==> src/rtl/adc_scaler_pipe.sv <==
`default_nettype none
// +--------------------------------------------------------------------------+
// | Module   : adc_scaler_pipe                                               |
// | Purpose  : Signed ADC sample -> optional invert -> window clamp with     |
// |            clip flags/counters -> rational gain -> saturated unsigned    |
// |            code. Optional boxcar averager enabled by ADC_SCALER_AVG_EN.  |
// | Revision : 1.0 - initial release                                         |
// +--------------------------------------------------------------------------+
module adc_scaler_pipe #(
   parameter int                 IN_W       = 14,
   parameter int                 OUT_W      = 12,
   parameter bit                 INVERT     = 1'b1,
   parameter logic signed [IN_W:0] LO_LIM   = 0,
   parameter logic signed [IN_W:0] HI_LIM   = 3185,
   parameter int unsigned        GAIN_NUM   = 5,
   parameter int unsigned        GAIN_SHIFT = 2,
   parameter int                 CNT_W      = 16,
   parameter int                 AVG_LOG2   = 2
) (
   input  logic                   clk,
   input  logic                   rst_n,
   input  logic                   in_valid,
   input  logic signed [IN_W-1:0] adc_dat,
   input  logic                   clr_cnt,
   output logic                   out_valid,
   output logic [OUT_W-1:0]       out,
   output logic [1:0]             trunc,
   output logic [CNT_W-1:0]       lo_cnt,
   output logic [CNT_W-1:0]       hi_cnt
);

   localparam int c_PROD_W = IN_W + 1 + $clog2(GAIN_NUM + 1);
   localparam int c_EXT_W  = (c_PROD_W > OUT_W) ? c_PROD_W : OUT_W;
   localparam logic [OUT_W-1:0] c_OUT_MAX = '1;

   // Stage 1: sign-extend one bit so the most negative sample negates cleanly
   logic signed [IN_W:0] w_ext;
   logic signed [IN_W:0] w_b;
   logic signed [IN_W:0] r_b;
   logic                 r_v1;

   assign w_ext = {adc_dat[IN_W-1], adc_dat};
   assign w_b   = INVERT ? -w_ext : w_ext;

   always_ff @(posedge clk or negedge rst_n) begin
      if (!rst_n) begin
         r_b  <= '0;
         r_v1 <= 1'b0;
      end else begin
         r_b  <= w_b;
         r_v1 <= in_valid;
      end
   end

   // Stage 2: clamp and clip flags
   logic                 w_lo;
   logic                 w_hi;
   logic signed [IN_W:0] r_c;
   logic [1:0]           r_tr2;
   logic                 r_v2;
   logic [CNT_W-1:0]     r_lo_cnt;
   logic [CNT_W-1:0]     r_hi_cnt;

   assign w_lo = (r_b < LO_LIM);
   assign w_hi = (r_b > HI_LIM);

   always_ff @(posedge clk or negedge rst_n) begin
      if (!rst_n) begin
         r_c   <= '0;
         r_tr2 <= 2'b00;
         r_v2  <= 1'b0;
      end else begin
         r_v2 <= r_v1;
         if (w_lo) begin
            r_c   <= LO_LIM;
            r_tr2 <= 2'b01;
         end else if (w_hi) begin
            r_c   <= HI_LIM;
            r_tr2 <= 2'b10;
         end else begin
            r_c   <= r_b;
            r_tr2 <= 2'b00;
         end
      end
   end

   // Clip counters saturate; clear takes priority over a same-cycle clip
   always_ff @(posedge clk or negedge rst_n) begin
      if (!rst_n) begin
         r_lo_cnt <= '0;
         r_hi_cnt <= '0;
      end else if (clr_cnt) begin
         r_lo_cnt <= '0;
         r_hi_cnt <= '0;
      end else begin
         if (r_v1 && w_lo && (r_lo_cnt != '1))
            r_lo_cnt <= r_lo_cnt + 1'b1;
         if (r_v1 && w_hi && (r_hi_cnt != '1))
            r_hi_cnt <= r_hi_cnt + 1'b1;
      end
   end

   assign lo_cnt = r_lo_cnt;
   assign hi_cnt = r_hi_cnt;

   // Stage 3: offset is never negative after clamping, so modulo subtraction is exact
   logic [IN_W:0]       w_mag;
   logic [c_PROD_W-1:0] w_prod;
   logic [c_PROD_W-1:0] w_sh;
   logic [c_EXT_W-1:0]  w_sh_ext;
   logic [OUT_W-1:0]    w_s;
   logic [OUT_W-1:0]    r_g_out;
   logic [1:0]          r_g_tr;
   logic                r_g_val;

   assign w_mag    = r_c - LO_LIM;
   assign w_prod   = c_PROD_W'(w_mag) * c_PROD_W'(GAIN_NUM);
   assign w_sh     = w_prod >> GAIN_SHIFT;
   assign w_sh_ext = c_EXT_W'(w_sh);
   assign w_s      = (w_sh_ext > c_EXT_W'(c_OUT_MAX)) ? c_OUT_MAX : w_sh_ext[OUT_W-1:0];

   always_ff @(posedge clk or negedge rst_n) begin
      if (!rst_n) begin
         r_g_out <= '0;
         r_g_tr  <= 2'b00;
         r_g_val <= 1'b0;
      end else begin
         r_g_out <= w_s;
         r_g_tr  <= r_tr2;
         r_g_val <= r_v2;
      end
   end

`ifdef ADC_SCALER_AVG_EN
   localparam int c_ACC_W = OUT_W + AVG_LOG2;

   logic [c_ACC_W-1:0]  r_acc;
   logic [c_ACC_W-1:0]  w_sum;
   logic [AVG_LOG2-1:0] r_win;
   logic [1:0]          r_tor;
   logic [OUT_W-1:0]    r_a_out;
   logic [1:0]          r_a_tr;
   logic                r_a_val;

   assign w_sum = r_acc + c_ACC_W'(r_g_out);

   // Window position survives dumps; only reset returns it to zero
   always_ff @(posedge clk or negedge rst_n) begin
      if (!rst_n) begin
         r_acc   <= '0;
         r_win   <= '0;
         r_tor   <= 2'b00;
         r_a_out <= '0;
         r_a_tr  <= 2'b00;
         r_a_val <= 1'b0;
      end else begin
         r_a_val <= 1'b0;
         if (r_g_val) begin
            r_win <= r_win + 1'b1;
            if (r_win == '1) begin
               r_a_out <= w_sum[c_ACC_W-1:AVG_LOG2];
               r_a_tr  <= r_tor | r_g_tr;
               r_a_val <= 1'b1;
               r_acc   <= '0;
               r_tor   <= 2'b00;
            end else begin
               r_acc <= w_sum;
               r_tor <= r_tor | r_g_tr;
            end
         end
      end
   end

   assign out       = r_a_out;
   assign trunc     = r_a_tr;
   assign out_valid = r_a_val;
`else
   assign out       = r_g_out;
   assign trunc     = r_g_tr;
   assign out_valid = r_g_val;
`endif

endmodule
`default_nettype wire
==> config.mk <==
export PLATFORM = sky130hd
export DESIGN_NAME = adc_scaler_pipe
export DESIGN_NICKNAME = d
export VERILOG_FILES = /design/src/rtl/adc_scaler_pipe.sv
export SDC_FILE = /design/constraint.sdc
export NUM_CORES = 1
export LEC_CHECK = 0
export CAP_MARGIN = 30
export CORE_MARGIN = 2
export CORE_UTILIZATION = 49
export DETAILED_ROUTE_END_ITERATION = 7
export PLACE_DENSITY = 0.8
export SLEW_MARGIN = 20
export SYNTH_ARGS = -nofsm -noshare
export SYNTH_HDL_FRONTEND = slang
export SYNTH_SLANG_ARGS = --single-unit
export TNS_END_PERCENT = 1
==> constraint.sdc <==
create_clock -name clk -period 2.7 [get_ports clk]
set_clock_uncertainty 0.2 [all_clocks]
set_input_delay 0.405 -clock clk [delete_from_list [all_inputs] [get_ports clk]]
set_output_delay 0.405 -clock clk [all_outputs]
set_load 0.02 [all_outputs]
==> flow_summary.yaml <==
finish:
  nFillCells: 713
  regArea_um2: 2000
  multi_input_area_um2: 2240
  drive_gt1_share_pct: 13.7
  fin_nets: 537
  antenna_cells: 0
  syn2layout_area_growth_pct: 24.7
yosys:
  syn_inst: 413
  yosys.area.top_type_share_pct: 46.3
  synth_top_area_cell: "dfrtp_1"
  yosys-top-cells-area: "dfrtp_1 (46%), ha_1 (7.8%), a21oi_1 (3.1%), xnor2_1 (3.0%), nor2_1 (2.5%)"
  synth_area_per_cell_um2: 10.5
  ys_top_cells_by_count: "dfrtp_1 (80), nor2_1 (29), a21oi_1 (27), ha_1 (27), nand2_1 (22)"
  synth-edff-count: 0
  synth_cell_types: 60
  synth_warnings: 0
  ys_ff_latch: 80
  ys_seq_area_share_pct: 46.3
  syn-cell-area_um2: 4320
  synth_async_sr_flop_share_pct: 100
  synthFlopType: "dfrtp_1"
  yosysMostFrequentCell: "dfrtp_1"
cts:
  htree_levels: 3
  path_clk_slew_ns: 0.08
  cts.sinks: 80
  clkLatencyLatePin_ns: 0.34
  clockBufferDepth: 2
  cts-buffers-inserted: 9
  clock-root-buffer: "clkbuf_8"
  cts_tree: "done"
routing:
  wl_um: 8690
  viasPerCell: 5.65
  drc_errors: 0
  routedWlPerCell_um: 14.4
  antenna_left: 0
  drt_iter0_drc: 89
  firstDrtPassIters: 4
  dr_total_vias: 3406
floorplan:
  die_y_um: 97.9
  die_area_um2: 9580
  initial_utilization_pct: 50.0
  rows: 34
  die_w_um: 97.9
  ioPinCount: 65
  core_area_um2: 8640
global_route:
  met3_usage_pct: 2.58
  busiest_layer: "met2"
  grt_antenna_before_repair: 0
  gr-total-overflow: 0
  grt_pass1_wl_um: 15000
  grt_max_degree: 47
  use_met1_pct: 24.2
  use_met2_pct: 32.1
  grt_pass1_vias: 3363
  grt.total_usage_pct: 18.7
sta:
  worstMarginPinSlew_ns: 0.587
  final-max-slew-violation-count: 0
  hold_violations: 0
  relSlewSlack_pct: 60.9
  layout_worst_path_cycle_share_pct: 98.5
  hold_ws_ns: 0.151
  rsz0062_at_grt: "yes"
  min_period_ns: 2.66
  max_clock_freq_mhz: 376
  setup_violations: 0
place:
  place_congestion: 0.869
  dp_hpwl_um: 6250
  port-buffer-count: 64
setup_path:
  cp_data_arrival_time_ns: 2.68
  cp.required_ns: 2.72
  crit_type: "flop to flop"
  r2r_slack_ns: 0.04
  cp_max_fo: 6
  start_kind: "flop"
  endpoint_kind: "flop"
power:
  total_power_mw: 2.56
  powerDensity_nw_per_um2: 475
  ir_worst_vdd_v: 0.000260
  leakage_nw: 2.24
worst_hold_path:
  hp-class: "flop to flop"
flow_run:
  maxCapViolCount: 0
outcome:
  outcome: "finished clean"
[through the flow]
| step | setup TNS (ns) | instance area, µm² | setup slack, ns | instances | util, % |
|---|---|---|---|---|---|
| 2_1_floorplan | 0 | 4330 | 0.0281 | 414 | - |
| 3_3_place_gp | 0 | 5120 | 0.00583 | 585 | 59.3 |
| 3_5_place_dp | -0.760 | 5120 | -0.0902 | 585 | 59.3 |
| 4_1_cts | 0 | 5350 | 0.0178 | 602 | 61.9 |
| 5_1_grt | -0.720 | 5390 | -0.0845 | 603 | 62.4 |
| 6_report | 0 | 5390 | 0.0416 | 603 | 62.4 |
[metal layers]
| metal | routed length (µm) | vias up | part of all wire, % |
|---|---|---|---|
| met5 | 0 | - | 0 |
| met4 | 145 | 0 | 1.7 |
| met3 | 323 | 11 | 3.7 |
| met2 | 4260 | 84 | 49 |
| met1 | 3960 | 1648 | 46 |
| li1 | - | 1663 | - |
[logic make-up (layout without fill, tap and decap cells)]
| group | after synthesis | in the layout | synth area share [%] |
|---|---|---|---|
| AND/OR/NAND/NOR | 156 | 156 | 21.3 |
| buffers and inverters | 26 | 107 | 2.90 |
| AO/OA/AOI/OAI | 92 | 92 | 14.5 |
| multiplexers | 5 | 5 | 1.45 |
| other | 1 | 2 | 0.0868 |
| XOR/XNOR | 25 | 25 | 5.07 |
| flip-flops | 80 | 80 | 46.3 |
| adder cells (fa/ha/maj) | 28 | 28 | 8.28 |
[state kept, by name (all words and copies together), names as in the netlist]
name       count
out_valid      1
r_c           14
trunc          2
out           12
hi_cnt        16
r_b           15
r_v2           1
r_tr2          2
lo_cnt        16
r_v1           1
[worst max-delay path: stages (launching register included)]
cell and delay [ns]:
dfrtp_1 0.39, ha_1 0.28, ha_2 0.21, fa_2 0.35, a211oi_2 0.23, o21ai_2 0.11, o211a_1 0.25, a221oi_4 0.24
buf_6 0.17, nand3b_1 0.08
[report_power, final]
group	internal (mW)	leakage (nW)	switching [mW]
clock network	0.447	0.0925	0.418
registers	1.25	0.995	0.0308
logic	0.185	1.15	0.226
[worst paths after layout]
| path | from | endpoint | depth (start not counted) |
|---|---|---|---|
| setup / recovery | r_c[3] | out[1] | 9 |
| min in group asynchronous | rst_n | hi_cnt[15] | 2 |
| max in group asynchronous | rst_n | out[1] | 3 |
| setup reg to reg | r_c[3] | out[1] | 9 |
| hold / removal | r_tr2[1] | trunc[1] | 0 |
| hold reg to reg | r_tr2[1] | trunc[1] | 0 |
[cell usage in the layout, fill, tap and decap left out, drive strengths merged, types with 5 or more instances in the layout]
master / instances
nor2: 30
dfrtp: 80
o31ai: 10
or3: 10
nand3: 19
xnor2: 15
clkdlybuf4s50: 63
clkbuf: 12
buf: 17
inv: 11
ha: 27
and2: 12
o21ai: 18
or4: 11
a21o: 8
nand4: 5
a21oi: 29
xor2: 10
and4: 5
nand2: 22
nand3b: 5
nor3: 14
nor4: 7
[what timing repair did]
item,4_1_cts,5_1_grt
buffers inserted,0,1
gates resized for setup,7,4
endpoints found under the setup margin,12,12
pin swaps,4,3
hold buffers,1,0
gates cloned,1,0
hold endpoints to repair,44,0
[cell type report]
type	count	area share (%)
sequential	80	37.2
inverter	11	0.767
multi-input combinational	308	41.7
clock inverter	3	0.790
timing repair buffer	81	14.4
clock buffer	12	2.70
tap	108	2.51
(Power assumes the default switching activity.)
